===== src/rtl/mult_pkg.sv =====
// Shared definitions for the sequential shift-add multiplier.
//   WIDTH   : default operand width
//   PW      : default product width (2*WIDTH)
//   state_t : controller state encoding (2'b11 is illegal and decodes to IDLE)
package mult_pkg;

    localparam int WIDTH = 4;
    localparam int PW    = 2 * WIDTH;

    typedef enum logic [1:0] {
        IDLE = 2'b00,
        RUN  = 2'b01,
        DONE = 2'b10
    } state_t;

endpackage


===== src/rtl/mult_seq_datapath.sv =====
// Accumulate/shift datapath for the sequential multiplier. It performs
// operations only; every decision about when to do them comes from the controller.
//   clk, rst : clock, asynchronous active-high reset
//   load     : capture a (zero-extended) and b, clear the accumulator
//   step     : one add-shift iteration
//   latch    : copy the accumulator's next value into product
//   a, b     : multiplicand, multiplier
//   lsb      : current multiplier LSB (status)
//   product  : registered result
module mult_seq_datapath #(
    parameter int WIDTH = mult_pkg::WIDTH
) (
    input  logic                 clk,
    input  logic                 rst,
    input  logic                 load,
    input  logic                 step,
    input  logic                 latch,
    input  logic [WIDTH-1:0]     a,
    input  logic [WIDTH-1:0]     b,
    output logic                 lsb,
    output logic [2*WIDTH-1:0]   product
);

    logic [2*WIDTH-1:0] mcand_q;
    logic [WIDTH-1:0]   mplr_q;
    logic [2*WIDTH-1:0] acc_q;
    logic [2*WIDTH-1:0] acc_next;

    assign lsb = mplr_q[0];

    // Sum wraps modulo 2^(2*WIDTH); it cannot actually overflow for
    // unsigned operands, so no carry out is kept.
    assign acc_next = mplr_q[0] ? (acc_q + mcand_q) : acc_q;

    // NOTE: sequential state uses non-blocking assignments so every register
    // samples the pre-edge values of the others within the same edge.
    always_ff @(posedge clk or posedge rst) begin
        if (rst) begin
            mcand_q <= '0;
            mplr_q  <= '0;
            acc_q   <= '0;
        end else if (load) begin
            mcand_q <= {{WIDTH{1'b0}}, a};
            mplr_q  <= b;
            acc_q   <= '0;
        end else if (step) begin
            acc_q   <= acc_next;
            mcand_q <= mcand_q << 1;
            mplr_q  <= mplr_q >> 1;
        end
    end

    // latch coincides with the final step, so the product takes the value
    // the accumulator is receiving on that same edge.
    always_ff @(posedge clk or posedge rst) begin
        if (rst) begin
            product <= '0;
        end else if (latch) begin
            product <= acc_next;
        end
    end

endmodule


===== src/rtl/mult_seq_ctrl.sv =====
// Sequential WIDTHxWIDTH unsigned shift-add multiplier: controller FSM and
// iteration counter, driving the accumulate/shift datapath.
//   clk, rst : clock, asynchronous active-high reset
//   start    : begin a multiply (accepted only while ready)
//   a, b     : multiplicand, multiplier, sampled on the accepting edge
//   ready    : high in IDLE
//   done     : one-cycle pulse while the product is first valid
//   product  : result, held until the next accepted start completes
// Latency is fixed at WIDTH+1 edges from acceptance to done.
module mult_seq_ctrl #(
    parameter int WIDTH = mult_pkg::WIDTH
) (
    input  logic                 clk,
    input  logic                 rst,
    input  logic                 start,
    input  logic [WIDTH-1:0]     a,
    input  logic [WIDTH-1:0]     b,
    output logic                 ready,
    output logic                 done,
    output logic [2*WIDTH-1:0]   product
);

    import mult_pkg::*;

    localparam int CW = (WIDTH > 1) ? $clog2(WIDTH) : 1;

    state_t        state_q;
    state_t        state_d;
    logic [CW-1:0] cnt_q;
    logic          load;
    logic          step;
    logic          latch;
    logic          last;
    // The schedule is fixed-length, so the multiplier LSB is not needed here.
    logic          lsb_unused;

    assign last = (cnt_q == CW'(WIDTH - 1));

    always_ff @(posedge clk or posedge rst) begin
        if (rst) begin
            state_q <= IDLE;
        end else begin
            state_q <= state_d;
        end
    end

    always_ff @(posedge clk or posedge rst) begin
        if (rst) begin
            cnt_q <= '0;
        end else if (load) begin
            cnt_q <= '0;
        end else if (step) begin
            cnt_q <= cnt_q + 1'b1;
        end
    end

    // NOTE: every output of this block gets a default first, so no path
    // through the case leaves one unassigned and no latch is inferred.
    always_comb begin
        state_d = state_q;
        ready   = 1'b0;
        done    = 1'b0;
        load    = 1'b0;
        step    = 1'b0;
        latch   = 1'b0;
        case (state_q)
            RUN: begin
                step = 1'b1;
                if (last) begin
                    latch   = 1'b1;
                    state_d = DONE;
                end
            end
            DONE: begin
                done    = 1'b1;
                state_d = IDLE;
            end
            default: begin
                // IDLE, and the illegal encoding which recovers to IDLE.
                ready   = 1'b1;
                state_d = IDLE;
                if (start) begin
                    load    = 1'b1;
                    state_d = RUN;
                end
            end
        endcase
    end

    mult_seq_datapath #(
        .WIDTH (WIDTH)
    ) u_datapath (
        .clk     (clk),
        .rst     (rst),
        .load    (load),
        .step    (step),
        .latch   (latch),
        .a       (a),
        .b       (b),
        .lsb     (lsb_unused),
        .product (product)
    );

endmodule


===== config.mk =====
export PLATFORM = sky130hd
export DESIGN_NAME = mult_seq_ctrl
export DESIGN_NICKNAME = d
export VERILOG_FILES = /design/src/rtl/mult_pkg.sv /design/src/rtl/mult_seq_datapath.sv /design/src/rtl/mult_seq_ctrl.sv
export SDC_FILE = /design/constraint.sdc
export NUM_CORES = 1
export LEC_CHECK = 0
export ABC_CLOCK_PERIOD_IN_PS = 2200
export CAP_MARGIN = 5
export CORE_MARGIN = 2
export CORE_UTILIZATION = 25
export CTS_CLUSTER_SIZE = 8
export DETAILED_ROUTE_END_ITERATION = 8
export GPL_ROUTABILITY_DRIVEN = 1
export HOLD_SLACK_MARGIN = 0.12
export PLACE_DENSITY = 0.41
export RECOVER_POWER = 25
export SYNTH_ARGS = -nofsm -noshare
export SYNTH_HDL_FRONTEND = slang
export SYNTH_SLANG_ARGS = --single-unit

===== constraint.sdc =====
create_clock -name clk -period 2.2 [get_ports clk]
set_input_delay 0.33 -clock clk [delete_from_list [all_inputs] [get_ports clk]]
set_output_delay 0.33 -clock clk [all_outputs]
set_load 0.005 [all_outputs]

; ---- After elaboration in Yosys (flattened, before gate mapping)
; Index checks and enable logic that the tools add are counted.
[totals]
reg_bits = 32
input_bits = 11
word_cells = 33
[classes]
add_sub_neg = 2
n_eq_ne = 4
mux = 19
n_reduce_logical = 2
[ops]
columns = op, n
row1 = $mux W8, 5
row2 = $add A8 B8 Y8, 1
row3 = $mux W1, 8
row4 = $mux W4, 2
row5 = $mux W2, 3
row6 = $eq A2 B2 Y1 const B, 2
row7 = $pmux W2 S2, 1
row8 = $add A2 B1 Y2 const B, 1
row9 = $eq A2 B1 Y1 const B, 1
row10 = $ne A2 B2 Y1 const B, 1
row11 = $reduce_bool A2 Y1, 1
row12 = $reduce_or A2 Y1, 1

; ---- Depth between registers and ports, before layout
; Gate-level depths: netlist of the first run.
[logic_depth]
depth_word = 4
mapped_depth = 9
depth_no_buf = 9

; ---- Cells and area by module
; From an unflattened synthesis of the first run, not the netlist that was laid out.
[unflattened]
cells_unflattened = 179
hier_area_um2 = 1786.7
[modules_own_cells]
columns = module, instances, cells_per_inst, area_per_inst_um2, seq_area_each_um2
row1 = mult_seq_datapath, 1, 160, 1569.0, 700.7
row2 = mult_seq_ctrl, 1, 19, 217.7, 100.1

; ---- Least setup slack after synthesis of the first run
; OpenSTA, ideal clock, no wires.
[synth_path]
kind = register to register
start = register u_datapath.acc_q[0]
end = register u_datapath.acc_q[6]
setup_ns = 0.111
arrival_ns = 1.781
t_required_ns = 2.089
setup_slack_ns = 0.308
stages_incl_launch_ff = 10
path_buffers = 0
synth_period_minus_slack_ns = 1.892
path_cell_list = dfrtp_1 ha_1 inv_1 fa_1 nor2b_4 o31a_1 o21a_4 nor2_4 nor2_1 a2111oi_2
[synth_via]
elab_chain_len = 4
[synth_lines]
columns = item, line_no
row1 = from (decl), mult_seq_datapath.sv:26  ; logic [2*WIDTH-1:0] acc_q;
row2 = from (signal assigned), mult_seq_datapath.sv:47  ; acc_q <= acc_next;
row3 = $add A8 B8 Y8, mult_seq_datapath.sv:33  ; assign acc_next = mplr_q[0] ? (acc_q + mcand_q) : acc_q;
row4 = $mux W8, mult_seq_datapath.sv:33
row5 = $mux W8, mult_seq_datapath.sv:46  ; end else if (step) begin
row6 = $mux W8, mult_seq_datapath.sv:42  ; end else if (load) begin
; Every way passes these cells. The select of a mux whose other input is x is not followed.
; A chain may end at the register's enable or synchronous reset.

; ---- Final worst setup path of the first run
; Same ends and word-level chain as after synthesis.

==> results of run 1 <==
-- where the power goes --
group | internal, W | leakage [nW] | total, W | switching, W
clock network | 0.000255 | 0.0455 | 0.000460 | 0.000206
logic | 0.000576 | 0.478 | 0.00121 | 0.000634
registers | 0.000813 | 0.404 | 0.00101 | 0.000194
total | 0.00164 | 0.928 | 0.00268 | 0.00103
-- cell families after synthesis --
logic type	synth area share, %
adder cells (fa/ha/maj)	8.351
multiplexers	7.560
flip-flops	46.08
AO/OA/AOI/OAI	17.42
AND/OR/NAND/NOR	14.18
buffers and inverters	3.384
XOR/XNOR	3.024
-- worst max-delay path, delay by kind of cell (launching register included) --
kind / cells / cell delay, ns
compound gates: 3 / 0.75
fa+ha+maj: 2 / 0.48
buf+inv: 1 / 0.07
flops: 1 / 0.40
simple gates: 3 / 0.20
-- sequential cells by signal, summed over array words and instances (netlist names) --
register	cells
u_datapath.mplr_q	4
state_q	2
u_datapath.acc_q	8
cnt_q	2
u_datapath.product	8
u_datapath.mcand_q	8
-- worst paths after layout --
path / cells after the start / endpoint / slack (ns) / start
worst max register to register: 9 / u_datapath.acc_q[6] / 0.20 / u_datapath.acc_q[0]
min in group asynchronous: 3 / u_datapath.mplr_q[2] / 0.73 / rst
worst min-delay path: 2 / u_datapath.product[1] / 0.48 / u_datapath.product[1]
worst max-delay path: 9 / u_datapath.acc_q[6] / 0.20 / u_datapath.acc_q[0]
worst min register to register: 2 / u_datapath.product[1] / 0.48 / u_datapath.product[1]
max in group asynchronous: 3 / u_datapath.product[4] / 0.94 / rst
-- stage by stage --
stage / setup WS, ns / cell area [µm²] / total power [W] / util, % / hold WS, ns
floorplan: 0.3079 / 1738 / 0.001819 / - / 0.4462
global placement: 0.2378 / 2036 / 0.002270 / 30.13 / 0.4626
detailed placement: 0.2055 / 2036 / 0.002246 / 30.13 / 0.4715
CTS: 0.1799 / 2126 / 0.002728 / 31.46 / 0.4572
global route: 0.003797 / 2123 / 0.002957 / 31.43 / 0.5276
finish: 0.2023 / 2123 / 0.002679 / 31.43 / 0.4803
-- layout make-up --
cell class	instances	share of cell area (%)
clock buffer	8	4.243
inverter	7	1.237
multi-input combinational	136	41.37
sequential	32	37.71
tap	80	4.714
timing repair buffer	24	10.72
-- cells in the final DEF (no fill, tap or decap), types with 2 or more instances in the layout --
master	count
o21a_1	2
nor2_1	14
ha_1	10
and2_1	2
o21ai_1	3
nand2_1	29
a21oi_1	21
a211oi_1	2
clkbuf_1	2
buf_4	3
o21ai_0	18
xnor2_1	2
dfrtp_1	32
mux2i_1	12
nand2b_1	3
inv_1	7
clkdlybuf4s50_1	19
clkbuf_8	6
xor2_1	4
-- routing by layer --
metal  track usage [%]  vias up  wire [µm]
met5                 0        -          0
li1                  -      673          -
met2             17.91       21       1719
met4             4.615        0         59
met3             3.033        6        117
met1             16.22      629       1927
==> results.ini, run 1 <==
[run_status]
status = finished clean

[power]
ir_drop_mv = 0.5195
p_leak_nw = 0.9276
power.density_nw_per_um2 = 1262

[logic_synthesis]
synth_area_leaders = dfrtp_1 46%, ha_1 7.2%, mux2i_1 6.9%
ys_types = 32
syn-num-nets = 205
synth-seq-cells = 32
ys_top_cells_by_count = 32 x dfrtp_1, 29 x nand2_1, 21 x a21oi_1
yosysTopAreaCell = dfrtp_1
ys_seq_area_share_pct = 46.08
ys.flop_type = dfrtp_1
synth.top_cell.area_share_pct = 46.08
synth_edf_count = 0
syn_area_um2 = 1738
postSynthCellCount = 183
yosysWarningCount = 0
synthArstFlopShare_pct = 100.0
yosysMostFrequentCell = dfrtp_1
postSynthAreaPerCell_um2 = 9.497

[timing]
fin_crit_ns = 1.998
max_freq_ghz = 0.5006
timing.slew.headroom_pct = 44.23
drv_slew = 0
grt_setup_unrepaired = no
finalSetupTns_ns = 0
tightest_slew_ns = 0.8365
fin_worst_skew_ns = 0.002447
min_period_over_period_pct = 90.80
final_hold_viol_count = 0
setup_viol = 0

[clock_network]
post_cts_buffers = 0
insertion_delay_ns = 0.28
clockBufferDepth = 2
cts_hold_buf = 0
ctsResizeCount = 0
clkTransAtPathRegs_ns = 0.06
cts.sinks = 32
cts-root-buf = clkbuf_8
cts_htree_levels = 2
cts_tree = done
cts-buffers-inserted = 5

[detailed_routing]
drc = 0
firstDrtPassIters = 4
routed-via-count = 1329
final_antenna_net_count = 0
wl_per_cell_um = 13.32
via_per_inst = 4.631
initialDrtViolationCount = 39
wirelength_um = 3824

[cells_and_area]
fin_nets = 228
seq_area_um2 = 800.8
fin_cells = 287
syn2layout_area_growth_pct = 22.17
drive_gt1_share_pct = 7.246
fill_cells = 712
antennaDiodeCount = 0
multi_input_area_um2 = 878.3

[placed_design]
place_congestion = 0.7404
portBuffers = 20
placedCellCount = 279
dpl.hpwl_um = 2686

[global_route]
antenna_found_initial = 0
grt_pass1_vias = 1446
gr-total-overflow = 0
grt_pass1_wl_um = 6872
track_usage_pct = 11.87
grt_start_max_net_pins = 33

[critical_path]
crit_chain = ha_1 -> inv_1 -> fa_1 -> nor2b_4 -> o31a_1 -> o21a_4 -> nor2_4 -> nor2_1 -> a2111oi_2
end_kind = register
slowest_delay_ns = 0.40
cp_slowest_cell = dfrtp_1
worstSetupPathType = register to register
critPathRequiredTime_ns = 2.37
cp-start-kind = register
critPathMaxFanout = 3
arrival_ns = 2.17

[die]
initial_core_util_pct = 25.72
die-area_um2 = 7634
dieHeight_um = 87.38
io_pins = 21
num_rows = 30
core_um2 = 6756
die_w_um = 87.38

[hold_path]
hold_path.class = register to register

[flow_run]
maxCapViolCount = 0

(Power assumes the default switching activity.)
==> inputs of run 2 (changes only) <==
--- a/config.mk
+++ b/config.mk
@@ -11,7 +11,6 @@
 export CORE_UTILIZATION = 25
 export CTS_CLUSTER_SIZE = 8
 export DETAILED_ROUTE_END_ITERATION = 8
-export GPL_ROUTABILITY_DRIVEN = 1
 export HOLD_SLACK_MARGIN = 0.12
 export PLACE_DENSITY = 0.41
 export RECOVER_POWER = 25
==> results of run 2 <==
Same layout as run 1: the final DEF is identical, and so are final timing and power.
==> inputs of run 3 (changes only) <==
--- a/config.mk
+++ b/config.mk
@@ -5,7 +5,7 @@
 export SDC_FILE = /design/constraint.sdc
 export NUM_CORES = 1
 export LEC_CHECK = 0
-export ABC_CLOCK_PERIOD_IN_PS = 2200
+export ABC_CLOCK_PERIOD_IN_PS = 2000
 export CAP_MARGIN = 5
 export CORE_MARGIN = 2
 export CORE_UTILIZATION = 25
==> constraint.sdc (replaced) <==
create_clock -name clk -period 2 [get_ports clk]
set_input_delay 0.3 -clock clk [delete_from_list [all_inputs] [get_ports clk]]
set_output_delay 0.3 -clock clk [all_outputs]
set_load 0.01 [all_outputs]
==> results.ini, run 3 (synthesized netlist as in run 1, its figures left out) <==
[timing]
max_freq_ghz = 0.5300  ; +5.9%
min_period_over_period_pct = 94.34  ; +3.5 points
final_hold_viol_count = 0  ; unchanged
drv_slew = 0  ; unchanged
tightest_slew_ns = 0.8407  ; +0.004111 ns
hold_slack_ns = 0.4815  ; +0.001215 ns
finalSetupTns_ns = 0  ; unchanged
fin_crit_ns = 1.887  ; -0.1109 ns
grt_setup_unrepaired = no
setup_viol = 0  ; unchanged
timing.slew.headroom_pct = 43.96  ; -0.27 points
fin_worst_skew_ns = 0.004944  ; +0.002497 ns

[die]
initial_core_util_pct = 25.72  ; unchanged
core_um2 = 6756  ; unchanged
dieHeight_um = 87.38  ; unchanged
die-area_um2 = 7634  ; unchanged
die_w_um = 87.38  ; unchanged
num_rows = 30  ; unchanged
io_pins = 21  ; unchanged

[global_route]
grt_start_max_net_pins = 33  ; unchanged
track_usage_pct = 11.63  ; -0.24 points
grt_pass1_wl_um = 6796  ; -1.1%
antenna_found_initial = 0  ; unchanged
grt_pass1_vias = 1361  ; -5.9%
gr-total-overflow = 0  ; unchanged

[cells_and_area]
fin_nets = 233  ; +2.2%
final_common_cell = dfrtp_1
design_area_um2 = 2203  ; +3.8%
fill_cells = 713  ; +0.14%
drive_gt1_share_pct = 12.32  ; +5.1 points
most-common-layout-cells = 32 x dfrtp_1, 29 x nand2_1, 21 x a21oi_1, 19 x clkdlybuf4s50_1, 16 x o21ai_0
antennaDiodeCount = 0  ; unchanged
syn2layout_area_growth_pct = 26.78
reg_top3 = u_datapath.acc_q x8, u_datapath.mcand_q x8, u_datapath.product x8

[critical_path]
critPathRequiredTime_ns = 2.20  ; -0.17 ns
worstSetupPathType = register to register
arrival_ns = 2.09  ; -0.08 ns
critPathMaxFanout = 3  ; unchanged
end_kind = register
rr_worst_depth = 9  ; unchanged
cp-start-kind = register

[detailed_routing]
routed-via-count = 1350  ; +1.6%
wl_per_cell_um = 13.61  ; +2.1%
initialDrtViolationCount = 71  ; +82%
via_per_inst = 4.639  ; +0.18%
wirelength_um = 3960  ; +3.6%
final_antenna_net_count = 0  ; unchanged
drc = 0  ; unchanged
firstDrtPassIters = 4  ; unchanged

[clock_network]
insertion_delay_ns = 0.28  ; about the same
cts_htree_levels = 2  ; unchanged
cts.sinks = 32  ; unchanged
clkTransAtPathRegs_ns = 0.07  ; about the same
cts-root-buf = clkbuf_8
clockBufferDepth = 2  ; unchanged
cts-buffers-inserted = 5  ; unchanged
cts_hold_buf = 0  ; unchanged
cts_tree = done

[hold_path]
min_path_cells = 2  ; unchanged
hold_path.class = register to register

[power]
p_leak_nw = 0.9580  ; +3.3%
ir_drop_mv = 0.5487  ; +5.6%
power.density_nw_per_um2 = 1426  ; +13%

[placed_design]
dpl.hpwl_um = 2771  ; +3.2%
portBuffers = 20  ; unchanged
placed_area_um2 = 2058  ; +1.1%
place_congestion = 0.7501  ; +1.3%

[flow_run]
maxCapViolCount = 0  ; unchanged

[run_status]
status = finished clean

[run 3: changes by cell type in the layout (fill, tap and decap cells not counted), sizes merged]
cell,before,now
buf,3,8
clkbuf,9,8
[run 3: layer usage]
metal | vias up | track usage, % | wire, µm
met5 | - | 0 | 0
met2 | 22 | 17.22 | 1773
li1 | 680 | - | -
met1 | 641 | 16.39 | 1999
met3 | 7 | 2.559 | 118
met4 | 0 | 4.615 | 68
[run 3: final timing paths]
| kind | startpoint | to | slack (ns) |
|---|---|---|---|
| hold reg to reg | u_datapath.product[7] | u_datapath.product[7] | 0.48 |
| max in group asynchronous | rst | u_datapath.mcand_q[7] | 0.77 |
| setup / recovery | u_datapath.mcand_q[0] | u_datapath.product[6] | 0.11 |
| hold / removal | u_datapath.product[7] | u_datapath.product[7] | 0.48 |
| min in group asynchronous | rst | u_datapath.mcand_q[1] | 0.70 |
| setup reg to reg | u_datapath.mcand_q[0] | u_datapath.product[6] | 0.11 |
[run 3: layout make-up]
type	instances	area, µm²	area share, %
Timing Repair Buffer	29	265.3	12.04
Inverter	7	26.28	1.193
Tap cell	80	100.1	4.543
Clock buffer	7	96.34	4.373
Multi-Input combinational cell	136	914.6	41.51
Sequential cell	32	800.8	36.34
[run 3: stage by stage]
step                      instances  setup WS (ns)  utilization (%)  total power (W)
after floorplan                 183         0.1079                -         0.002033
after detailed placement        282       0.004155            30.46         0.002552
after CTS                       291       0.005176            32.15         0.003140
after global routing            291       0.008848            32.61         0.003445
after global placement          282        0.03990            30.46         0.002563
final                           291         0.1132            32.61         0.003142
[run 3: repair_timing]
action,in CTS,in global routing
resized for setup,1,7
pin swaps,1,5
buffers inserted,2,0
endpoints found under the setup margin,1,4
gates cloned,0,0
[run 3: worst max-delay path, stage by stage, from the launching register on]
cell and delay (ns):
dfrtp_1 0.42, ha_4 0.18, inv_1 0.06, fa_2 0.22
nor2b_4 0.04, o31a_1 0.26, o21a_4 0.22, o21ai_1 0.13
nand3b_1 0.10, a21oi_1 0.17
[run 3: power breakdown]
| group | switching (W) | internal (W) | total, W |
|---|---|---|---|
| sequential | 0.000229 | 0.000894 | 0.00112 |
| combinational | 0.000757 | 0.000723 | 0.00148 |
| clock | 0.000233 | 0.000306 | 0.000539 |
| total | 0.00122 | 0.00192 | 0.00314 |
==> edit: new RTL, flow settings as in run 1 <==
The 3 states of `state_t` get a one-hot encoding in 3 bits.
--- a/src/rtl/mult_pkg.sv
+++ b/src/rtl/mult_pkg.sv
@@ -8,8 +8,8 @@
     localparam int PW    = 2 * WIDTH;
 
-    typedef enum logic [1:0] {
-        IDLE = 2'b00,
-        RUN  = 2'b01,
-        DONE = 2'b10
+    typedef enum logic [2:0] {
+        IDLE = 3'b001,
+        RUN  = 3'b010,
+        DONE = 3'b100
     } state_t;
 
Behaviour: same outputs for any inputs over 10 cycles, from zero or initial values and one cycle with rst high; not proved beyond that.
==> edit against run 1 <==
Final area grew 2.3%. Wire length shrank 0.52%. Sequential cell count up 1. Highest routed layer unchanged. Hold slack gained 2.3 ps. Area after synthesis rose by 1.0%. Setup slack gained 29 ps. Largest cell class unchanged. Total power increased by 3.1%.
==> edit: results <==
{
  "status": "completed",
  "rr_startpoint": "u_datapath.mcand_q[0]",
  "synth_common_cells": "39 x nand2_1, 32 x dfrtp_1, 15 x o21ai_1, 8 x ha_1",
  "arrival_ps": 2140,
  "drtIter0Drc": 51,
  "drive_gt1_frac": 0.124,
  "wl_met1_microns": 1910,
  "relSlewSlack": 0.448,
  "wirelength_microns": 3800,
  "vdd_drop_max_mv": 0.635,
  "gp_congestion": 0.807,
  "clock_skew_ps": 2.33,
  "p_int_mw": 1.68,
  "vias": 1294,
  "synth_compound_area_frac": 0.197,
  "rr_endpoint": "u_datapath.product[6]",
  "grt_pass1_wl_microns": 6430,
  "whs_endpoint": "u_datapath.mplr_q[1]",
  "hpwlAfterDp_microns": 2790,
  "power.leakage_nw": 0.979,
  "synth_xor_area_frac": 0.0299,
  "syn_nets": 194,
  "grt_max_degree": 34,
  "rrSetupSlack_ps": 230,
  "met1_usage": 0.144,
  "synth_mux_area_frac": 0.0342,
  "yosysUniqueCellTypes": 43,
  "period_needed_ps": 1970
}
[edit: cell types whose count changed after synthesis, moves of 3 or more]
cell,run 1,this run
a21oi_1,21,6
o21ai_0,18,5
o21ai_1,3,15
nor2_1,14,3
nand2_1,29,39
mux2i_1,12,6
a22o_1,0,5
a22oi_1,0,5
nand2b_1,3,0
nor3b_1,0,3
[edit: final cells by class]
cell class | count | area, sq um
Inverter | 6 | 22.5
Multi-Input combinational cell | 128 | 858
Clock buffer | 7 | 96.3
Sequential cell | 33 | 827
Tap cell | 96 | 120
Clock inverter | 1 | 5.00
Fill cell | 703 | 4620
Timing Repair Buffer | 26 | 243
[edit: worst max-delay path by stage]
stage	start	end	slack, ps	cells after the start
3_5_place_dp	u_datapath.acc_q[0]	u_datapath.product[6]	230	9
6_report	u_datapath.mcand_q[0]	u_datapath.product[6]	230	9
5_1_grt	u_datapath.mcand_q[0]	u_datapath.product[6]	60	9
2_1_floorplan	u_datapath.acc_q[3]	u_datapath.acc_q[7]	360	7
4_1_cts	u_datapath.mcand_q[0]	u_datapath.product[6]	200	9
3_3_place_gp	u_datapath.acc_q[0]	u_datapath.product[6]	240	9
[edit: power groups by stage]
stage               clock network (mW)  registers [mW]  logic, mW
detailed placement                   0            1.05       1.24
CTS                              0.519            1.04       1.24
global placement                     0            1.05       1.23
floorplan                            0           0.977      0.915
global route                     0.543            1.07       1.37
finish                           0.503            1.04       1.22
[edit: through the flow]
stage                     instances  cell area (sq um)  utilization  setup WS (ps)
final                           297               2170        0.320            231
after global routing            297               2170        0.320           56.7
after CTS                       297               2170        0.320            204
after detailed placement        289               2070        0.305            228
after global placement          289               2070        0.305            241
after floorplan                 174               1760            -            361
